==> config.mk <==
export PLATFORM = sky130hd
export DESIGN_NAME = tft_frame_engine_flat
export DESIGN_NICKNAME = d
export VERILOG_FILES = /design/src/rtl/tft_frame_engine_if.sv /design/src/rtl/tft_frame_engine.sv /design/src/flat_wrapper.sv
export SDC_FILE = /design/constraint.sdc
export NUM_CORES = 1
export LEC_CHECK = 0
export BUFFER_PORTS_ARGS = -buffer_cell sky130_fd_sc_hd__buf_4
export CAP_MARGIN = 5
export CORE_ASPECT_RATIO = 0.6
export CORE_UTILIZATION = 48
export DETAILED_ROUTE_END_ITERATION = 8
export PLACE_DENSITY = 0.71
export SYNTH_ARGS = -nofsm -noshare
export SYNTH_HDL_FRONTEND = slang
export SYNTH_SLANG_ARGS = --single-unit
==> constraint.sdc <==
create_clock -name cclk -period 4.21 [get_ports cclk]
set_input_delay 0.421 -clock cclk [delete_from_list [all_inputs] [get_ports cclk]]
set_output_delay 0.421 -clock cclk [all_outputs]
set_load 0.03 [all_outputs]
==> src/rtl/tft_frame_engine_if.sv <==
// Pixel-write / screen-clear handshake plus video RAM bus shared between
// the frame engine (slave) and its surrounding logic and RAM (master).
interface tft_frame_engine_if #(
   parameter int COORD_W = 12,
   parameter int PW      = 9,
   parameter int ADDR_W  = 17
);
   logic               wr_req;
   logic [COORD_W-1:0] wr_x;
   logic [COORD_W-1:0] wr_y;
   logic [PW-1:0]      wr_data;
   logic               wr_ack;
   logic               clear_req;
   logic [PW-1:0]      clear_color;
   logic               clear_busy;
   logic               clear_done;
   logic               ram_we;
   logic [ADDR_W-1:0]  ram_waddr;
   logic [PW-1:0]      ram_wdata;
   logic [ADDR_W-1:0]  ram_raddr;
   logic [PW-1:0]      ram_rdata;

   modport master (
      output wr_req, wr_x, wr_y, wr_data, clear_req, clear_color, ram_rdata,
      input  wr_ack, clear_busy, clear_done, ram_we, ram_waddr, ram_wdata, ram_raddr
   );

   modport slave (
      input  wr_req, wr_x, wr_y, wr_data, clear_req, clear_color, ram_rdata,
      output wr_ack, clear_busy, clear_done, ram_we, ram_waddr, ram_wdata, ram_raddr
   );
endinterface

==> src/rtl/tft_frame_engine.sv <==
// TFT panel engine: scan timing, video RAM readout to the panel pins, and
// arbitration of touch-path pixel writes against a self-running screen clear.
module tft_frame_engine #(
   parameter int X_RES          = 480,
   parameter int Y_RES          = 272,
   parameter int X_BLANK        = 45,
   parameter int Y_BLANK        = 16,
   parameter int CLK_DIV        = 5,
   parameter int BITS_PER_COLOR = 3,
   parameter int COORD_W        = 12,
   parameter int ADDR_W         = 17
) (
   input  logic               cclk,
   input  logic               rstb,
   tft_frame_engine_if.slave  bus,
   output logic               tft_vdd,
   output logic               tft_display,
   output logic               tft_backlight,
   output logic               tft_data_ena,
   output logic [7:0]         tft_red,
   output logic [7:0]         tft_green,
   output logic [7:0]         tft_blue,
   output logic [COORD_W-1:0] x,
   output logic [COORD_W-1:0] y,
   output logic               new_frame
);
   localparam int BPC   = BITS_PER_COLOR;
   localparam int PW    = 3 * BPC;
   localparam int DIV_W = $clog2(CLK_DIV);

   localparam logic [DIV_W-1:0]   DIV_LAST  = DIV_W'(CLK_DIV - 1);
   localparam logic [COORD_W-1:0] X_LAST    = COORD_W'(X_RES + X_BLANK - 1);
   localparam logic [COORD_W-1:0] Y_LAST    = COORD_W'(Y_RES + Y_BLANK - 1);
   localparam logic [COORD_W-1:0] X_ACT     = COORD_W'(X_RES);
   localparam logic [COORD_W-1:0] Y_ACT     = COORD_W'(Y_RES);
   localparam logic [ADDR_W-1:0]  X_RES_A   = ADDR_W'(X_RES);
   localparam logic [ADDR_W-1:0]  CLEAR_END = ADDR_W'(X_RES * Y_RES - 1);

   localparam logic [1:0] ST_IDLE  = 2'd0;
   localparam logic [1:0] ST_CLEAR = 2'd1;
   localparam logic [1:0] ST_DONE  = 2'd2;

   logic [DIV_W-1:0]   div_q, div_d;
   logic [COORD_W-1:0] x_q, x_d, y_q, y_d;
   logic               tick, xWrap, frameWrap, active;
   logic               act1_q, ena_q, vdd_q, disp_q;
   logic [7:0]         red_q, green_q, blue_q;
   logic [1:0]         state_q, state_d;
   logic [ADDR_W-1:0]  c_q, c_d;
   logic [PW-1:0]      color_q, color_d;
   logic               inRange, wrAck, ramWe, clearBusy, clearDone;
   logic [ADDR_W-1:0]  ramWaddr, wrAddr;
   logic [PW-1:0]      ramWdata;

   assign tick      = (div_q == DIV_LAST);
   assign xWrap     = tick && (x_q == X_LAST);
   assign frameWrap = xWrap && (y_q == Y_LAST);
   assign active    = (x_q < X_ACT) && (y_q < Y_ACT);

   always_comb begin
      div_d = tick ? '0 : div_q + DIV_W'(1);
      x_d   = x_q;
      y_d   = y_q;
      if (tick) begin
         if (x_q == X_LAST) begin
            x_d = '0;
            y_d = (y_q == Y_LAST) ? '0 : y_q + COORD_W'(1);
         end else begin
            x_d = x_q + COORD_W'(1);
         end
      end
   end

   assign wrAddr  = ADDR_W'(bus.wr_y) * X_RES_A + ADDR_W'(bus.wr_x);
   assign inRange = (bus.wr_x < X_ACT) && (bus.wr_y < Y_ACT);

   // Clear wins over a same-cycle write; writes are stalled until back in IDLE.
   always_comb begin
      state_d   = state_q;
      c_d       = c_q;
      color_d   = color_q;
      wrAck     = 1'b0;
      ramWe     = 1'b0;
      ramWaddr  = '0;
      ramWdata  = '0;
      clearBusy = 1'b0;
      clearDone = 1'b0;
      case (state_q)
         ST_IDLE: begin
            if (bus.clear_req) begin
               state_d = ST_CLEAR;
               c_d     = '0;
               color_d = bus.clear_color;
            end else if (bus.wr_req) begin
               wrAck = 1'b1;
               if (inRange) begin
                  ramWe    = 1'b1;
                  ramWaddr = wrAddr;
                  ramWdata = bus.wr_data;
               end
            end
         end
         ST_CLEAR: begin
            clearBusy = 1'b1;
            ramWe     = 1'b1;
            ramWaddr  = c_q;
            ramWdata  = color_q;
            if (c_q == CLEAR_END) begin
               state_d = ST_DONE;
               c_d     = '0;
            end else begin
               c_d = c_q + ADDR_W'(1);
            end
         end
         ST_DONE: begin
            clearDone = 1'b1;
            state_d   = ST_IDLE;
         end
         default: state_d = ST_IDLE;
      endcase
      if (rstb) begin
         wrAck     = 1'b0;
         ramWe     = 1'b0;
         ramWaddr  = '0;
         ramWdata  = '0;
         clearBusy = 1'b0;
         clearDone = 1'b0;
      end
   end

   // Two-stage readout: the RAM itself supplies one cycle, the RGB register the other.
   always_ff @(posedge cclk) begin
      if (rstb) begin
         div_q   <= '0;
         x_q     <= '0;
         y_q     <= '0;
         act1_q  <= 1'b0;
         ena_q   <= 1'b0;
         red_q   <= '0;
         green_q <= '0;
         blue_q  <= '0;
         vdd_q   <= 1'b0;
         disp_q  <= 1'b0;
         state_q <= ST_IDLE;
         c_q     <= '0;
         color_q <= '0;
      end else begin
         div_q   <= div_d;
         x_q     <= x_d;
         y_q     <= y_d;
         act1_q  <= active;
         ena_q   <= act1_q;
         red_q   <= act1_q ? (8'(bus.ram_rdata[PW-1 -: BPC]) << (8 - BPC)) : 8'd0;
         green_q <= act1_q ? (8'(bus.ram_rdata[2*BPC-1 -: BPC]) << (8 - BPC)) : 8'd0;
         blue_q  <= act1_q ? (8'(bus.ram_rdata[BPC-1:0]) << (8 - BPC)) : 8'd0;
         vdd_q   <= 1'b1;
         disp_q  <= disp_q | frameWrap;
         state_q <= state_d;
         c_q     <= c_d;
         color_q <= color_d;
      end
   end

   assign bus.ram_raddr  = active ? ADDR_W'(y_q) * X_RES_A + ADDR_W'(x_q) : '0;
   assign bus.wr_ack     = wrAck;
   assign bus.ram_we     = ramWe;
   assign bus.ram_waddr  = ramWaddr;
   assign bus.ram_wdata  = ramWdata;
   assign bus.clear_busy = clearBusy;
   assign bus.clear_done = clearDone;

   assign new_frame     = frameWrap && !rstb;
   assign tft_vdd       = vdd_q;
   assign tft_display   = disp_q;
   assign tft_backlight = disp_q;
   assign tft_data_ena  = ena_q;
   assign tft_red       = red_q;
   assign tft_green     = green_q;
   assign tft_blue      = blue_q;
   assign x             = x_q;
   assign y             = y_q;
endmodule

==> src/flat_wrapper.sv <==
// flat-port wrapper written by rule: the top's interface ports become plain ports
module tft_frame_engine_flat 
#(
   parameter int X_RES          = 480,
   parameter int Y_RES          = 272,
   parameter int X_BLANK        = 45,
   parameter int Y_BLANK        = 16,
   parameter int CLK_DIV        = 5,
   parameter int BITS_PER_COLOR = 3,
   parameter int COORD_W        = 12,
   parameter int ADDR_W         = 17
)
  (cclk, rstb, tft_vdd, tft_display, tft_backlight, tft_data_ena, tft_red, tft_green, tft_blue, x, y, new_frame, bus_wr_req, bus_wr_x, bus_wr_y, bus_wr_data, bus_clear_req, bus_clear_color, bus_ram_rdata, bus_wr_ack, bus_clear_busy, bus_clear_done, bus_ram_we, bus_ram_waddr, bus_ram_wdata, bus_ram_raddr);
  tft_frame_engine_if #(.COORD_W(COORD_W), .PW(9), .ADDR_W(ADDR_W)) bus_i ();
  input  logic cclk;
  input  logic rstb;
  output logic tft_vdd;
  output logic tft_display;
  output logic tft_backlight;
  output logic tft_data_ena;
  output logic [7:0] tft_red;
  output logic [7:0] tft_green;
  output logic [7:0] tft_blue;
  output logic [COORD_W-1:0] x;
  output logic [COORD_W-1:0] y;
  output logic new_frame;
  input wire logic [$bits(bus_i.wr_req)-1:0] bus_wr_req;
  input wire logic [$bits(bus_i.wr_x)-1:0] bus_wr_x;
  input wire logic [$bits(bus_i.wr_y)-1:0] bus_wr_y;
  input wire logic [$bits(bus_i.wr_data)-1:0] bus_wr_data;
  input wire logic [$bits(bus_i.clear_req)-1:0] bus_clear_req;
  input wire logic [$bits(bus_i.clear_color)-1:0] bus_clear_color;
  input wire logic [$bits(bus_i.ram_rdata)-1:0] bus_ram_rdata;
  output wire logic [$bits(bus_i.wr_ack)-1:0] bus_wr_ack;
  output wire logic [$bits(bus_i.clear_busy)-1:0] bus_clear_busy;
  output wire logic [$bits(bus_i.clear_done)-1:0] bus_clear_done;
  output wire logic [$bits(bus_i.ram_we)-1:0] bus_ram_we;
  output wire logic [$bits(bus_i.ram_waddr)-1:0] bus_ram_waddr;
  output wire logic [$bits(bus_i.ram_wdata)-1:0] bus_ram_wdata;
  output wire logic [$bits(bus_i.ram_raddr)-1:0] bus_ram_raddr;
  assign bus_i.wr_req = bus_wr_req;
  assign bus_i.wr_x = bus_wr_x;
  assign bus_i.wr_y = bus_wr_y;
  assign bus_i.wr_data = bus_wr_data;
  assign bus_i.clear_req = bus_clear_req;
  assign bus_i.clear_color = bus_clear_color;
  assign bus_i.ram_rdata = bus_ram_rdata;
  assign bus_wr_ack = bus_i.wr_ack;
  assign bus_clear_busy = bus_i.clear_busy;
  assign bus_clear_done = bus_i.clear_done;
  assign bus_ram_we = bus_i.ram_we;
  assign bus_ram_waddr = bus_i.ram_waddr;
  assign bus_ram_wdata = bus_i.ram_wdata;
  assign bus_ram_raddr = bus_i.ram_raddr;
  tft_frame_engine #(.X_RES(X_RES), .Y_RES(Y_RES), .X_BLANK(X_BLANK), .Y_BLANK(Y_BLANK), .CLK_DIV(CLK_DIV), .BITS_PER_COLOR(BITS_PER_COLOR), .COORD_W(COORD_W), .ADDR_W(ADDR_W)) u_core (.cclk(cclk), .rstb(rstb), .bus(bus_i), .tft_vdd(tft_vdd), .tft_display(tft_display), .tft_backlight(tft_backlight), .tft_data_ena(tft_data_ena), .tft_red(tft_red), .tft_green(tft_green), .tft_blue(tft_blue), .x(x), .y(y), .new_frame(new_frame));
endmodule
---- Word level (Yosys, flattened, before mapping) ----
Cells that the tools add are included.
cells by class
  multiply operators ...................... 2
  equal/unequal tests ..................... 8
  bitwise operators ....................... 2
  add/subtract/negate cells ............... 6
  reductions and logical operators ........ 14
  magnitude comparators ................... 4
  muxes and demuxes ....................... 33
operators with widths
  operator               count
  $mux 17                7
  $pmux 17 s2            2
  $lt 12x9->1 const B    4
  $mux 9                 4
  $add 17x12->17         2
  $add 12x1->12 const B  2
  $mul 12x4->12 const B  2
  $mux 12                2
  $pmux 9 s2             1
  $add 17x1->17 const B  1
  $eq 17x17->1 const B   1
  $mux 1                 13
  $eq 12x10->1 const B   1
  $eq 12x9->1 const B    1
  $reduce_and 2->1       4
  $logic_and 1x1->1      5
  $mux 2                 2
  $pmux 2 s2             1
  $reduce_or 2->1        2
  $add 3x1->3 const B    1
  $eq 3x3->1 const B     1
  $eq 2x1->1 const B     1
  $eq 2x2->1 const B     1
  $logic_not 2->1        1
  7 further kinds        7
storage, ports and cells
  output and inout bits ................... 100
  bits in registers ....................... 83
  input bits .............................. 55

---- Depth between registers and ports, before layout ----
  depth in word-level cells ............... 7
  gate-level depth with buffers ........... 16
  gate-level depth less buffers ........... 16

---- Least setup slack after synthesis ----
Ideal clock, no wire load.
  path type ............................... reg2out
  start point ............................. reg u_core.y_q[2] (netlist: u_core.y[2])
  end point ............................... out bus_ram_raddr[15]
  setup slack ............................. -306 ps
  cell stages (with the launch flop) ...... 14
  arrival time ............................ 4095 ps
  cells stage by stage .................... dfxtp_1 > fa_1 > fa_1 > ha_1 > nor2b_1 > o21ai_0 > nor2b_1 > xnor2_1 > ha_1 > o21ai_0 > a21oi_1 > o21a_1 > and4_1 > nor3_1
between the ends
  cells in the longest elaborated chain, start to end .. 3
  elaborated cells between the ends (all ways) .. 5
  those cells by class .................... add/sub (1); mul (1); order compare (1); mux (1); reduce/logical (1)
RTL lines
  what                                                        RTL line                                         RTL
  start: declaration                                          tft_frame_engine.sv:44                           logic [COORD_W-1:0] x_q, x_d, y_q, y_d;
  start signal: assignment                                    tft_frame_engine.sv:150                          y_q <= y_d;
  $mul 12x4->12 / $lt 12x9->1 (equally long branches)         tft_frame_engine.sv:164, tft_frame_engine.sv:58
  $add 17x12->17 / $logic_and 1x1->1 (equally long branches)  tft_frame_engine.sv:164, tft_frame_engine.sv:58
  $mux 17 (*)                                                 tft_frame_engine.sv:164                          assign bus.ram_raddr = active ? ADDR_W'(y_q) * X_RES_A + ADDR_W'(x_q) : '0;
  end: declaration                                            flat_wrapper.sv:40                               output wire logic [$bits(bus_i.ram_raddr)-1:0] bus_ram_raddr;
Every way passes the cells marked *; elsewhere a longest branch is shown, timed or not.

---- Worst setup path after layout ----
  start point ............................. reg u_core.y_q[2] (netlist: u_core.y[2])
  end point ............................... out bus_ram_raddr[16]
The elaborated chain is that of the path after synthesis.

==> results.py <==
metrics = {
    "logic_synthesis": {
        "yosysSeqAreaShare_pct": 22.9,
        "ys_async_sr_fraction_pct": 0,
        "synth_cell_types": 60,
        "postSynthCellCount": 716,
        "avgSynthCellArea_sq_um": 8.29,
        "synth-seq-cells": 68,
        "synth_edf_count": 0,
        "syn_area_sq_um": 5940,
        "synth-main-ff-cell": "dfxtp_1",
        "yosysWarnings": 0,
    },
    "cts": {
        "cts_root_buf": "clkbuf_16",
        "numCtsBuffers": 9,
        "clockBufferDepth": 2,
        "holdBufCountCts": 0,
        "insertion_delay_ns": 0.32,
        "path_clk_slew_ns": 0.06,
        "cts_max_level": 3,
        "cts_tree": "built",
        "clock-sinks": 68,
    },
    "critical_path": {
        "path_class": "flop to primary output",
        "reg2reg_setup_slack_ns": 1.49,
        "crit_fanout": 5,
        "rr_worst_depth": 8,
        "endpoint": "bus_ram_raddr[16]",
        "cp-end-kind": "primary output",
        "cp-start-kind": "flop",
        "cp_top_family": "adder cells",
        "worstPathArrival_ns": 3.94,
        "worst_path_most_repeated_cell": "fa_1",
        "critPathBufInv": 2,
        "required_ns": 3.79,
        "timing.rr.start": "u_core.c_q[0]",
        "crit_chain": "buf_4, fa_1, fa_1, ha_4, o21ai_1, o21bai_2, a2111oi_4, or4_4, and3_4, or3_1, mux2i_2, buf_6",
        "crit_path_top_delay_cell": "fa_1",
        "max_stage_delay_ns": 0.54,
        "r2r_end": "u_core.c_q[11]",
        "path_depth": 12,
        "critPathLaunch": "u_core.y[2]",
    },
    "routing": {
        "drc": 0,
        "drtIter0Drc": 318,
        "ant_nets": 0,
        "dr.pass1.iters": 7,
        "vias": 5763,
        "wirelength_um": 16900,
        "routed_via_density": 5.49,
        "drt-wirelength-per-cell_um": 16.1,
    },
    "floorplanning": {
        "start_util_pct": 49.2,
        "die_w_um": 146,
        "io_pins": 155,
        "dieHeight_um": 88.1,
        "fp.dieArea_sq_um": 12800,
        "rows": 31,
        "core_sq_um": 12100,
    },
    "global_route": {
        "grt_remaining_overflow": 0,
        "antenna_found_initial": 0,
        "grt_first_pass_wirelength_um": 26700,
        "grt_max_degree": 43,
        "grt_usage_pct": 26.1,
        "grt_pass1_vias": 5347,
    },
    "sta": {
        "slew_viol_final": 0,
        "post-route-period-util_pct": 104,
        "postLayoutSetupSlackWorst_ns": -0.154,
        "skew_ns": 0.00626,
        "rsz0062_at_grt": "true",
        "tns_ns": -0.298,
        "tightest_slew_ns": 1.20,
        "final-hold-violation-count": 0,
        "max_freq_mhz": 229,
        "finalCriticalPeriod_ns": 4.36,
        "slew_headroom_pct": 19.8,
        "setup_viol_count_final": 6,
    },
    "run_status": {
        "violations": "setup timing",
        "status": "finished with violations",
    },
    "placed_design": {
        "dp_slack_ns": -0.196,
        "place_hpwl_um": 12800,
        "placed_area_sq_um": 7270,
        "place.gp.congestion": 0.874,
        "io_buffers": 139,
    },
    "cells_and_area": {
        "fill_cells": 981,
        "area_growth_syn_to_layout_pct": 34.2,
        "layout-drive-gt1-share_pct": 29.8,
        "antennaDiodeCount": 0,
        "nNetsFinal": 1028,
        "final_util_pct": 66.0,
        "post-route-cell-area_sq_um": 7960,
    },
    "flow_run": {
        "cap_violations": 0,
    },
    "pwr": {
        "clock_power_share_pct": 29.9,
        "swShare_pct": 34.9,
        "p_sw_mw": 0.859,
        "p_total_mw": 2.46,
        "power_frac_comb_pct": 43.0,
        "peakVddDrop_uv": 209,
        "p_int_mw": 1.60,
        "p_leak_nw": 3.66,
        "pwr_density_cell_nw_per_um2": 309,
        "seq_power_share_pct": 27.1,
    },
    "min_path": {
        "hold_class": "primary input to flop",
    },
}
-- registers in the layout, summed over array words and instances (netlist names), 2 cells and up --
name              cells
u_core.state_q        2
u_core.color_q        9
u_core.y             12
u_core.tft_red        3
u_core.tft_blue       3
u_core.c_q           17
u_core.div_q          3
u_core.x             12
u_core.tft_green      3
-- worst min-delay path by stage --
stage                      start                  end  depth (start not counted)
2_1_floorplan    u_core.div_q[0]      u_core.div_q[0]                          1
3_3_place_gp     u_core.div_q[0]      u_core.div_q[0]                          1
3_5_place_dp   u_core.color_q[0]    u_core.color_q[0]                          2
4_1_cts         bus_ram_rdata[4]  u_core.tft_green[6]                          2
5_1_grt         bus_ram_rdata[0]   u_core.tft_blue[5]                          2
6_report        bus_ram_rdata[4]  u_core.tft_green[6]                          2
-- cell usage after synthesis, types with 2 or more instances --
library cell  count  area share (%)
nor2_1          100             6.3
dfxtp_1          68              23
ha_1             56              12
inv_1            54             3.4
nand2_1          50             3.2
a21oi_1          47             4.0
fa_1             36              12
xnor2_1          34             5.0
a22oi_1          26             3.3
clkbuf_1         22             1.4
nor3_1           20             1.7
xor2_1           19             2.8
and2_1           17             1.8
buf_4            16             2.0
nand3_1          15             1.3
o21ai_0          14             1.2
nand4_1          13             1.4
nor2b_1           9            0.95
and3_1            8            0.84
and4_1            7             1.0
a311oi_1          6            0.89
nand2b_1          6            0.63
a21o_1            5            0.63
a31oi_1           5            0.53
nor4_1            5            0.53
o21ai_1           5            0.42
nor3b_1           4            0.51
o21a_1            4            0.51
a32o_1            3            0.51
or2_2             3            0.32
or3_1             3            0.32
a211oi_1          2            0.25
nand2_2           2            0.21
nand3b_1          2            0.25
nand4b_1          2            0.30
o211ai_1          2            0.25
o21bai_1          2            0.25
o41ai_1           2            0.30
-- kinds of logic after synthesis --
group | after synthesis | share of synthesized area (%)
simple gates | 271 | 22.5
compound gates | 135 | 15.4
buf+inv | 95 | 7.19
fa+ha+maj | 92 | 23.9
flops | 68 | 22.9
xor+xnor | 53 | 7.82
other cells | 1 | 0.0632
mux | 1 | 0.169
-- metrics by stage --
step,hold slack (ns),std cells
4_1_cts,0.282,1047
2_1_floorplan,0.427,730
5_1_grt,0.286,1050
6_report,0.293,1050
3_5_place_dp,0.454,1024
3_3_place_gp,0.436,1024
-- layout make-up --
| class | count | area [sq um] | area share, % |
|---|---|---|---|
| clock buffer | 9 | 225 | 2.83 |
| clock inverter | 6 | 65.1 | 0.817 |
| inverter | 54 | 210 | 2.64 |
| multi-input combinational | 567 | 4480 | 56.2 |
| sequential | 68 | 1370 | 17.2 |
| tap | 165 | 206 | 2.59 |
| timing repair buffer | 181 | 1410 | 17.7 |
-- cells in the final DEF (no fill, tap or decap), drive strengths merged, types with 3 or more instances in the layout --
master    instances
clkbuf            9
nor4              5
nand4            13
nand2b            6
and3              9
dfxtp            68
nor3             21
o21ai            19
nand3            15
a31oi             5
o21a              4
clkinv            3
or3               3
a21o              5
conb             15
a22oi            26
and2             17
a21oi            48
fa               36
xor2             19
o41ai             4
a311oi            6
and4              7
a32o              3
clkinvlp          3
nor2b             9
o21bai            3
nand2            52
ha               56
nor3b             4
inv              53
buf             181
or2               3
a211oi            3
xnor2            34
nor2            100
-- power groups by stage --
stage / sequential, mW / combinational, mW / clock (mW)
2_1_floorplan: 0.689 / 0.593 / 0
3_3_place_gp: 0.682 / 0.839 / 0
3_5_place_dp: 0.682 / 0.864 / 0
4_1_cts: 0.668 / 0.974 / 0.751
5_1_grt: 0.669 / 1.14 / 0.790
6_report: 0.667 / 1.06 / 0.737
-- routing by layer --
metal | up-vias | GRT usage [%] | wire (um)
li1 | 2766 | - | -
met1 | 2768 | 37.4 | 8160
met2 | 219 | 40.4 | 7440
met3 | 10 | 6.35 | 1230
met4 | 0 | 4.88 | 92
met5 | - | 0 | 0
-- repair_timing --
item | in CTS | in global routing
pin swaps | 27 | 38
cloned | 0 | 0
resized for setup | 37 | 29
buffers inserted | 9 | 4
setup endpoints to repair | 10 | 11
(Power assumes the default switching activity.)
